--- src/rtl/lc3_control_unit.sv ---
// ---------------------------------------------------------------------------
// lc3_control_unit
//
// Moore fetch/decode/execute sequencer for the LC-3 datapath. It drives the
// register load enables, the bus gates, the mux selects and the active-low
// SRAM strobes. The BEN register is loaded during decode (LD_BEN) and its
// output is consumed one state later to resolve conditional branches.
//
// Every control output comes straight from a flop. The flops are loaded from
// the decode of the *next* state, so the outputs track the current state
// with no combinational path from any input.
//
// Parameter
//   MEM_WAIT  extra cycles each memory state is held (0..7, default 2)
//
// Optional build
//   LC3_PAUSE_EN  adds the PAUSE states P1/P2 for opcode 1101. Without this
//                 macro, opcode 1101 is a NOP.
//
// Ports
//   Clk, Reset            clock; asynchronous active-low reset
//   Run                   level-sensitive run enable (0 -> HALTED)
//   Continue              releases a PAUSE (LC3_PAUSE_EN builds only)
//   Opcode, IR_5, IR_11   instruction fields IR[15:12], IR[5], IR[11]
//   BEN                   registered branch enable
//   LD_*                  register load enables
//   Gate*                 bus drivers (at most one is high at a time)
//   PCMUX                 00 PC+1, 01 bus, 10 address adder
//   DRMUX                 0 IR[11:9], 1 R7
//   SR1MUX                0 IR[11:9], 1 IR[8:6]
//   SR2MUX                0 register SR2, 1 sign-extended imm5
//   ADDR1MUX              0 PC, 1 SR1 (BaseR)
//   ADDR2MUX              00 zero, 01 off6, 10 off9, 11 off11
//   ALUK                  00 ADD, 01 AND, 10 NOT, 11 PASSA
//   Mem_OE, Mem_WE        active-low SRAM strobes
// ---------------------------------------------------------------------------
module lc3_control_unit #(
    parameter int unsigned MEM_WAIT = 2
) (
    input  logic       Clk,
    input  logic       Reset,
    input  logic       Run,
    input  logic       Continue,
    input  logic [3:0] Opcode,
    input  logic       IR_5,
    input  logic       IR_11,
    input  logic       BEN,
    output logic       LD_MAR,
    output logic       LD_MDR,
    output logic       LD_IR,
    output logic       LD_BEN,
    output logic       LD_CC,
    output logic       LD_REG,
    output logic       LD_PC,
    output logic       GatePC,
    output logic       GateMDR,
    output logic       GateALU,
    output logic       GateMARMUX,
    output logic [1:0] PCMUX,
    output logic       DRMUX,
    output logic       SR1MUX,
    output logic       SR2MUX,
    output logic       ADDR1MUX,
    output logic [1:0] ADDR2MUX,
    output logic [1:0] ALUK,
    output logic       Mem_OE,
    output logic       Mem_WE
);

    localparam logic [2:0] WAIT_LOAD = MEM_WAIT[2:0];

    typedef enum logic [4:0] {
        HALTED, S18, S33, S35, S32,
        S01, S05, S09, S00, S22, S12,
        S04, S21, S20,
        S06, S25, S27,
        S07, S23, S16
`ifdef LC3_PAUSE_EN
        , P1, P2
`endif
    } state_e;

    typedef struct packed {
        logic       ld_mar;
        logic       ld_mdr;
        logic       ld_ir;
        logic       ld_ben;
        logic       ld_cc;
        logic       ld_reg;
        logic       ld_pc;
        logic       gate_pc;
        logic       gate_mdr;
        logic       gate_alu;
        logic       gate_marmux;
        logic [1:0] pcmux;
        logic       drmux;
        logic       sr1mux;
        logic       sr2mux;
        logic       addr1mux;
        logic [1:0] addr2mux;
        logic [1:0] aluk;
        logic       mem_oe_n;
        logic       mem_we_n;
    } ctrl_t;

    localparam ctrl_t CTRL_IDLE = '{mem_oe_n: 1'b1, mem_we_n: 1'b1, default: '0};

    state_e     state_q, state_d;
    logic [2:0] cnt_q, cnt_d;
    ctrl_t      ctrl_q, ctrl_d;

`ifndef LC3_PAUSE_EN
    logic unused_continue;
    assign unused_continue = Continue;
`endif

    // Control word for a state. The ADD/AND operand select follows IR_5 at
    // the edge that enters S01/S05; since it is registered, it is stable for
    // the whole state.
    function automatic ctrl_t decode(input state_e s, input logic ir5);
        ctrl_t c;
        c = CTRL_IDLE;
        case (s)
            S18: begin c.ld_mar = 1'b1; c.ld_pc = 1'b1; c.gate_pc = 1'b1; end
            S33, S25: begin c.mem_oe_n = 1'b0; c.ld_mdr = 1'b1; end
            S35: begin c.gate_mdr = 1'b1; c.ld_ir = 1'b1; end
            S32: c.ld_ben = 1'b1;
            S01, S05: begin
                c.ld_reg   = 1'b1;
                c.ld_cc    = 1'b1;
                c.gate_alu = 1'b1;
                c.sr1mux   = 1'b1;
                c.sr2mux   = ir5;
                c.aluk     = (s == S05) ? 2'b01 : 2'b00;
            end
            S09: begin
                c.ld_reg = 1'b1; c.ld_cc = 1'b1; c.gate_alu = 1'b1;
                c.sr1mux = 1'b1; c.aluk = 2'b10;
            end
            S22: begin c.ld_pc = 1'b1; c.pcmux = 2'b10; c.addr2mux = 2'b10; end
            S21: begin c.ld_pc = 1'b1; c.pcmux = 2'b10; c.addr2mux = 2'b11; end
            // JMP and JSRR both form BaseR + 0 in the address adder.
            S12, S20: begin
                c.ld_pc = 1'b1; c.pcmux = 2'b10; c.addr1mux = 1'b1; c.sr1mux = 1'b1;
            end
            S04: begin c.gate_pc = 1'b1; c.ld_reg = 1'b1; c.drmux = 1'b1; end
            S06, S07: begin
                c.gate_marmux = 1'b1; c.ld_mar = 1'b1;
                c.addr1mux = 1'b1; c.addr2mux = 2'b01; c.sr1mux = 1'b1;
            end
            S27: begin c.gate_mdr = 1'b1; c.ld_reg = 1'b1; c.ld_cc = 1'b1; end
            // Store source register passes through the ALU onto the bus.
            S23: begin c.gate_alu = 1'b1; c.ld_mdr = 1'b1; c.aluk = 2'b11; end
            S16: c.mem_we_n = 1'b0;
            default: c = CTRL_IDLE;
        endcase
        return c;
    endfunction

    always_comb begin
        // NOTE: every variable gets a default first so no path through the
        // case statements leaves it unassigned, which would infer a latch.
        state_d = state_q;
        cnt_d   = (cnt_q != 3'd0) ? cnt_q - 3'd1 : 3'd0;

        if (!Run) begin
            // Dropping Run abandons any memory wait in progress.
            state_d = HALTED;
            cnt_d   = 3'd0;
        end else begin
            case (state_q)
                HALTED: state_d = S18;
                S18:    state_d = S33;
                S33:    if (cnt_q == 3'd0) state_d = S35;
                S35:    state_d = S32;
                S32: begin
                    case (Opcode)
                        4'b0001: state_d = S01;
                        4'b0101: state_d = S05;
                        4'b1001: state_d = S09;
                        4'b0000: state_d = S00;
                        4'b1100: state_d = S12;
                        4'b0100: state_d = S04;
                        4'b0110: state_d = S06;
                        4'b0111: state_d = S07;
`ifdef LC3_PAUSE_EN
                        4'b1101: state_d = P1;
`endif
                        default: state_d = S18;
                    endcase
                end
                S00:    state_d = BEN ? S22 : S18;
                S04:    state_d = IR_11 ? S21 : S20;
                S06:    state_d = S25;
                S25:    if (cnt_q == 3'd0) state_d = S27;
                S07:    state_d = S23;
                S23:    state_d = S16;
                S16:    if (cnt_q == 3'd0) state_d = S18;
`ifdef LC3_PAUSE_EN
                P1:     if (Continue) state_d = P2;
                P2:     if (!Continue) state_d = S18;
`endif
                default: state_d = S18;
            endcase

            // The wait counter is armed on entry to a memory state.
            if ((state_d != state_q) && (state_d inside {S33, S25, S16})) begin
                cnt_d = WAIT_LOAD;
            end
        end

        ctrl_d = decode(state_d, IR_5);
    end

    // NOTE: the registered control word is reset to the idle pattern (strobes
    // high) so the SRAM is released the instant Reset falls, not at a clock.
    always_ff @(posedge Clk or negedge Reset) begin
        if (!Reset) begin
            state_q <= HALTED;
            cnt_q   <= 3'd0;
            ctrl_q  <= CTRL_IDLE;
        end else begin
            // NOTE: non-blocking assignments keep every flop sampling the
            // pre-edge values, independent of statement order.
            state_q <= state_d;
            cnt_q   <= cnt_d;
            ctrl_q  <= ctrl_d;
        end
    end

    assign LD_MAR     = ctrl_q.ld_mar;
    assign LD_MDR     = ctrl_q.ld_mdr;
    assign LD_IR      = ctrl_q.ld_ir;
    assign LD_BEN     = ctrl_q.ld_ben;
    assign LD_CC      = ctrl_q.ld_cc;
    assign LD_REG     = ctrl_q.ld_reg;
    assign LD_PC      = ctrl_q.ld_pc;
    assign GatePC     = ctrl_q.gate_pc;
    assign GateMDR    = ctrl_q.gate_mdr;
    assign GateALU    = ctrl_q.gate_alu;
    assign GateMARMUX = ctrl_q.gate_marmux;
    assign PCMUX      = ctrl_q.pcmux;
    assign DRMUX      = ctrl_q.drmux;
    assign SR1MUX     = ctrl_q.sr1mux;
    assign SR2MUX     = ctrl_q.sr2mux;
    assign ADDR1MUX   = ctrl_q.addr1mux;
    assign ADDR2MUX   = ctrl_q.addr2mux;
    assign ALUK       = ctrl_q.aluk;
    assign Mem_OE     = ctrl_q.mem_oe_n;
    assign Mem_WE     = ctrl_q.mem_we_n;

endmodule
--- config.mk ---
export PLATFORM = sky130hd
export DESIGN_NAME = lc3_control_unit
export DESIGN_NICKNAME = d
export VERILOG_FILES = /design/src/rtl/lc3_control_unit.sv
export SDC_FILE = /design/constraint.sdc
export NUM_CORES = 1
export LEC_CHECK = 0
export BUFFER_PORTS_ARGS = -buffer_cell sky130_fd_sc_hd__buf_2
export CORE_ASPECT_RATIO = 0.9
export CORE_MARGIN = 1
export CORE_UTILIZATION = 56
export DETAILED_ROUTE_END_ITERATION = 7
export GPL_TIMING_DRIVEN = 0
export PLACE_DENSITY = 0.8
export SLEW_MARGIN = 10
export SYNTH_ARGS = -nofsm -noshare
export SYNTH_HDL_FRONTEND = slang
export SYNTH_SLANG_ARGS = --single-unit
export TNS_END_PERCENT = 1
--- constraint.sdc ---
create_clock -name Clk -period 3.1 [get_ports Clk]
set_input_delay 0.31 -clock Clk [delete_from_list [all_inputs] [get_ports Clk]]
set_output_delay 0.31 -clock Clk [all_outputs]
set_load 0.005 [all_outputs]
==> results.txt <==
----------------------------------------------------
[Run status]
  Status ... finished clean

[Logic synthesis]
  Share of synthesized area occupied by flip-flops and latches ... 37.6%
  Most common flop cell mapped by yosys ... dfrtp_1
  Average footprint of a synthesized cell ... 8.99 um^2
  Area of the mapped netlist ... 2010 um^2
  Async S/R FF share, synth ... 100%
  Register bit total from synthesis ... 30
  Ys Warns ... 0
  Total nets after synthesis ... 239
  Number of standard cells after synthesis ... 223
  EDFF count, synth ... 0
  Number of different library cells in the post-synthesis netlist ... 60

[Global routing]
  GR Util met1 ... 39.6%
  Antenna violations before repair ... 0
  Met3 capacity usage during global routing ... 6.78%
  Maximum number of pins on one net before global-route repair ... 31
  Most heavily used metal layer in global routing ... met1
  Remaining global-route overflow ... 0
  First-pass GRT wire length ... 7820 um
  Number of global-route vias before repair ... 1633
  Total global-route track usage ... 27.1%
  Routing usage on met2 ... 38.1%

[Clock network]
  Root Driver ... clkbuf_8
  Clock latency of the later-clocked register in the worst-skew pair ... 270 ps
  Hold-fix buffer count after cts ... 0
  Clock slew at reported path FFs ... 60 ps
  Number of gates resized after CTS ... 0
  Post-CTS setup buffer count ... 0
  Clk buf depth ... 2
  Num Clock Sinks ... 30
  CTS tree ... yes
  CTS H-tree lvls ... 2
  Number of buffers created by CTS ... 5

[Routing]
  Post-Route WL ... 4630 um
  Number of nets with antenna violations after routing ... 0
  Initial DRC count ... 147
  Number of remaining DRC errors ... 0
  Routed wire length per instance ... 15.2 um
  Router iterations before antenna repair ... 4
  Vias per cell ... 6.01
  Number of vias in the routed layout ... 1826

[Floorplanning]
  IO Pins ... 34
  Die Y ... 58.8 um
  DIE AREA ... 3830 um^2
  Starting density of the core ... 58.9%
  Number of standard-cell rows in the floorplan ... 20
  Area of the placeable core ... 3400 um^2
  Die outline width ... 65.1 um

[STA]
  Transition at the pin with the smallest max-transition slack ... 632 ps
  Shortest period the worst path allows ... 2550 ps
  Final clock skew ... 2.86 ps
  Fraction of the cycle the final worst path needs ... 82.3%
  Worst slew margin relative to its limit ... 57.9%
  Hold Violations, Final ... 0
  Setup Viol. Count Final ... 0
  Final number of max-transition violations ... 0
  Worst setup slack after layout ... 547 ps
  Sum of negative setup slack ... 0 ps
  Maximum clock frequency ... 392 MHz
  Unrepaired setup endpoints after global routing ... false

[Finish]
  Diode count ... 0
  Final core area utilization ... 67.2%
  Total number of nets in the final design ... 275
  Most frequent cells in the layout ... 35 x buf_2, 28 x dfrtp_1, 20 x nand2_1, 17 x nor2_1, 11 x nor3_1
  Share of final-layout standard cells stronger than drive strength 1 ... 23.5%
  Most common cell after layout, fill and taps aside ... buf_2
  P&R area growth vs syn ... 14.0%
  Number of fillers in the final layout ... 299

[Setup path]
  Required @ worst endpoint ... 3230 ps
  Master of the slowest instance on the critical path ... or4b_1
  CP Launch Type ... flip-flop
  Cell breakdown of the critical path ... nor3_2, and3_1, o211a_1, buf_6, nand3_2, or4b_1, a22oi_2, nor4b_1
  Path type of the worst setup path ... reg2reg
  Kind of capture point of the worst setup path ... flip-flop
  Crit-path max FO ... 10
  Critical path arrival ... 2690 ps
  Maximum cell stage delay along the critical path ... 520 ps

[Placed design]
  Worst setup timing slack at the placement stage ... 358 ps
  Detailed-placement wirelength estimate ... 3370 um
  Gp weighted congestion ... 0.891
  Count of buffers from port buffering ... 29

[Power]
  Power Density ... 565 nW/um^2
  Largest vdd supply drop ... 0.312 mV
  Total power ... 0.00129 W
  Cell leakage power ... 1.11 nW

[Job]
  Number of max-cap violations ... 0

[Min path]
  Worst hold path type ... in2async

----------------------------------------------------
-- metrics by stage --
stage               hold slack, ps  cell area [um^2]  cells
floorplan                     14.4              2010    223
global placement               358              2210    296
detailed placement             369              2210    296
CTS                           72.2              2290    304
global route                   102              2290    304
finish                        51.9              2290    304
-- layer usage --
metal	part of all wire (%)	wire length [um]
met5	0	0
met4	1.8	85
met2	43	1990
met3	7.8	360
met1	47	2190
-- Yosys cell counts, types with 4 or more instances --
master | number | area share [%]
buf_4 | 4 | 1.5
buf_2 | 6 | 1.5
o211ai_1 | 5 | 1.9
ha_1 | 5 | 3.1
o21ai_0 | 7 | 1.7
a21oi_1 | 10 | 2.5
nand3_1 | 8 | 2.0
o21ai_1 | 5 | 1.2
nor2_1 | 17 | 3.2
and2_1 | 6 | 1.9
a211oi_1 | 6 | 2.2
o21a_1 | 7 | 2.6
inv_1 | 6 | 1.1
dfrtp_1 | 28 | 35
nor3_1 | 11 | 2.7
nand3b_1 | 4 | 1.5
nor2b_1 | 4 | 1.2
nand2_1 | 20 | 3.7
-- path summary, 6_finish.rpt --
check                      startpoint        to  depth (start not counted)  slack, ps
max in group asynchronous       Reset   ALUK[1]                          1       2630
setup reg to reg             cnt_q[2]  cnt_q[0]                          8        550
min in group Clk                 IR_5    SR2MUX                          3        260
hold reg to reg              cnt_q[0]  cnt_q[0]                          1        570
hold / removal                  Reset  cnt_q[0]                          1         50
setup / recovery             cnt_q[2]  cnt_q[0]                          8        550
-- area by class of cell --
class                           instances  area [um^2]  area share (%)
Multi-Input combinational cell        173         1140            49.9
Sequential cell                        30          753            33.0
Timing Repair Buffer                   29          145            6.35
Buffer                                 14         90.1            3.94
Clock buffer                            8         80.1            3.50
Tap cell                               44         55.1            2.41
Inverter                                6         22.5           0.985
-- cell families after synthesis --
group / share of synthesized area, %
AOI/OAI and AO/OA: 21.8
xor gates and xnor gates: 2.18
adders and majority gates: 3.12
buffers and inverters: 5.61
DFF: 37.6
muxes: 1.12
other: 0.187
and+or+nand+nor: 28.4
-- where the power goes --
group / internal [W] / switching, W / leakage [nW] / total, W
registers: 0.000438 / 0.0000269 / 0.406 / 0.000465
clock network: 0.000159 / 0.000127 / 0.0395 / 0.000286
logic: 0.000204 / 0.000337 / 0.666 / 0.000541
total: 0.000801 / 0.000491 / 1.11 / 0.00129
-- flip-flops by register name, indices dropped and copies added, names as in the netlist, 2 cells and up --
| name | cells |
|---|---|
| ADDR2MUX | 2 |
| ALUK | 2 |
| cnt_q | 3 |
| state_q | 5 |
-- worst max-delay path: cells and delay by family, from the launching register on --
family / cells / cell delay [ps]
DFF: 1 / 430
buffers and inverters: 1 / 150
AOI/OAI and AO/OA: 2 / 410
and+or+nand+nor: 5 / 1420
Note: power is estimated with default switching activity, not from simulation.
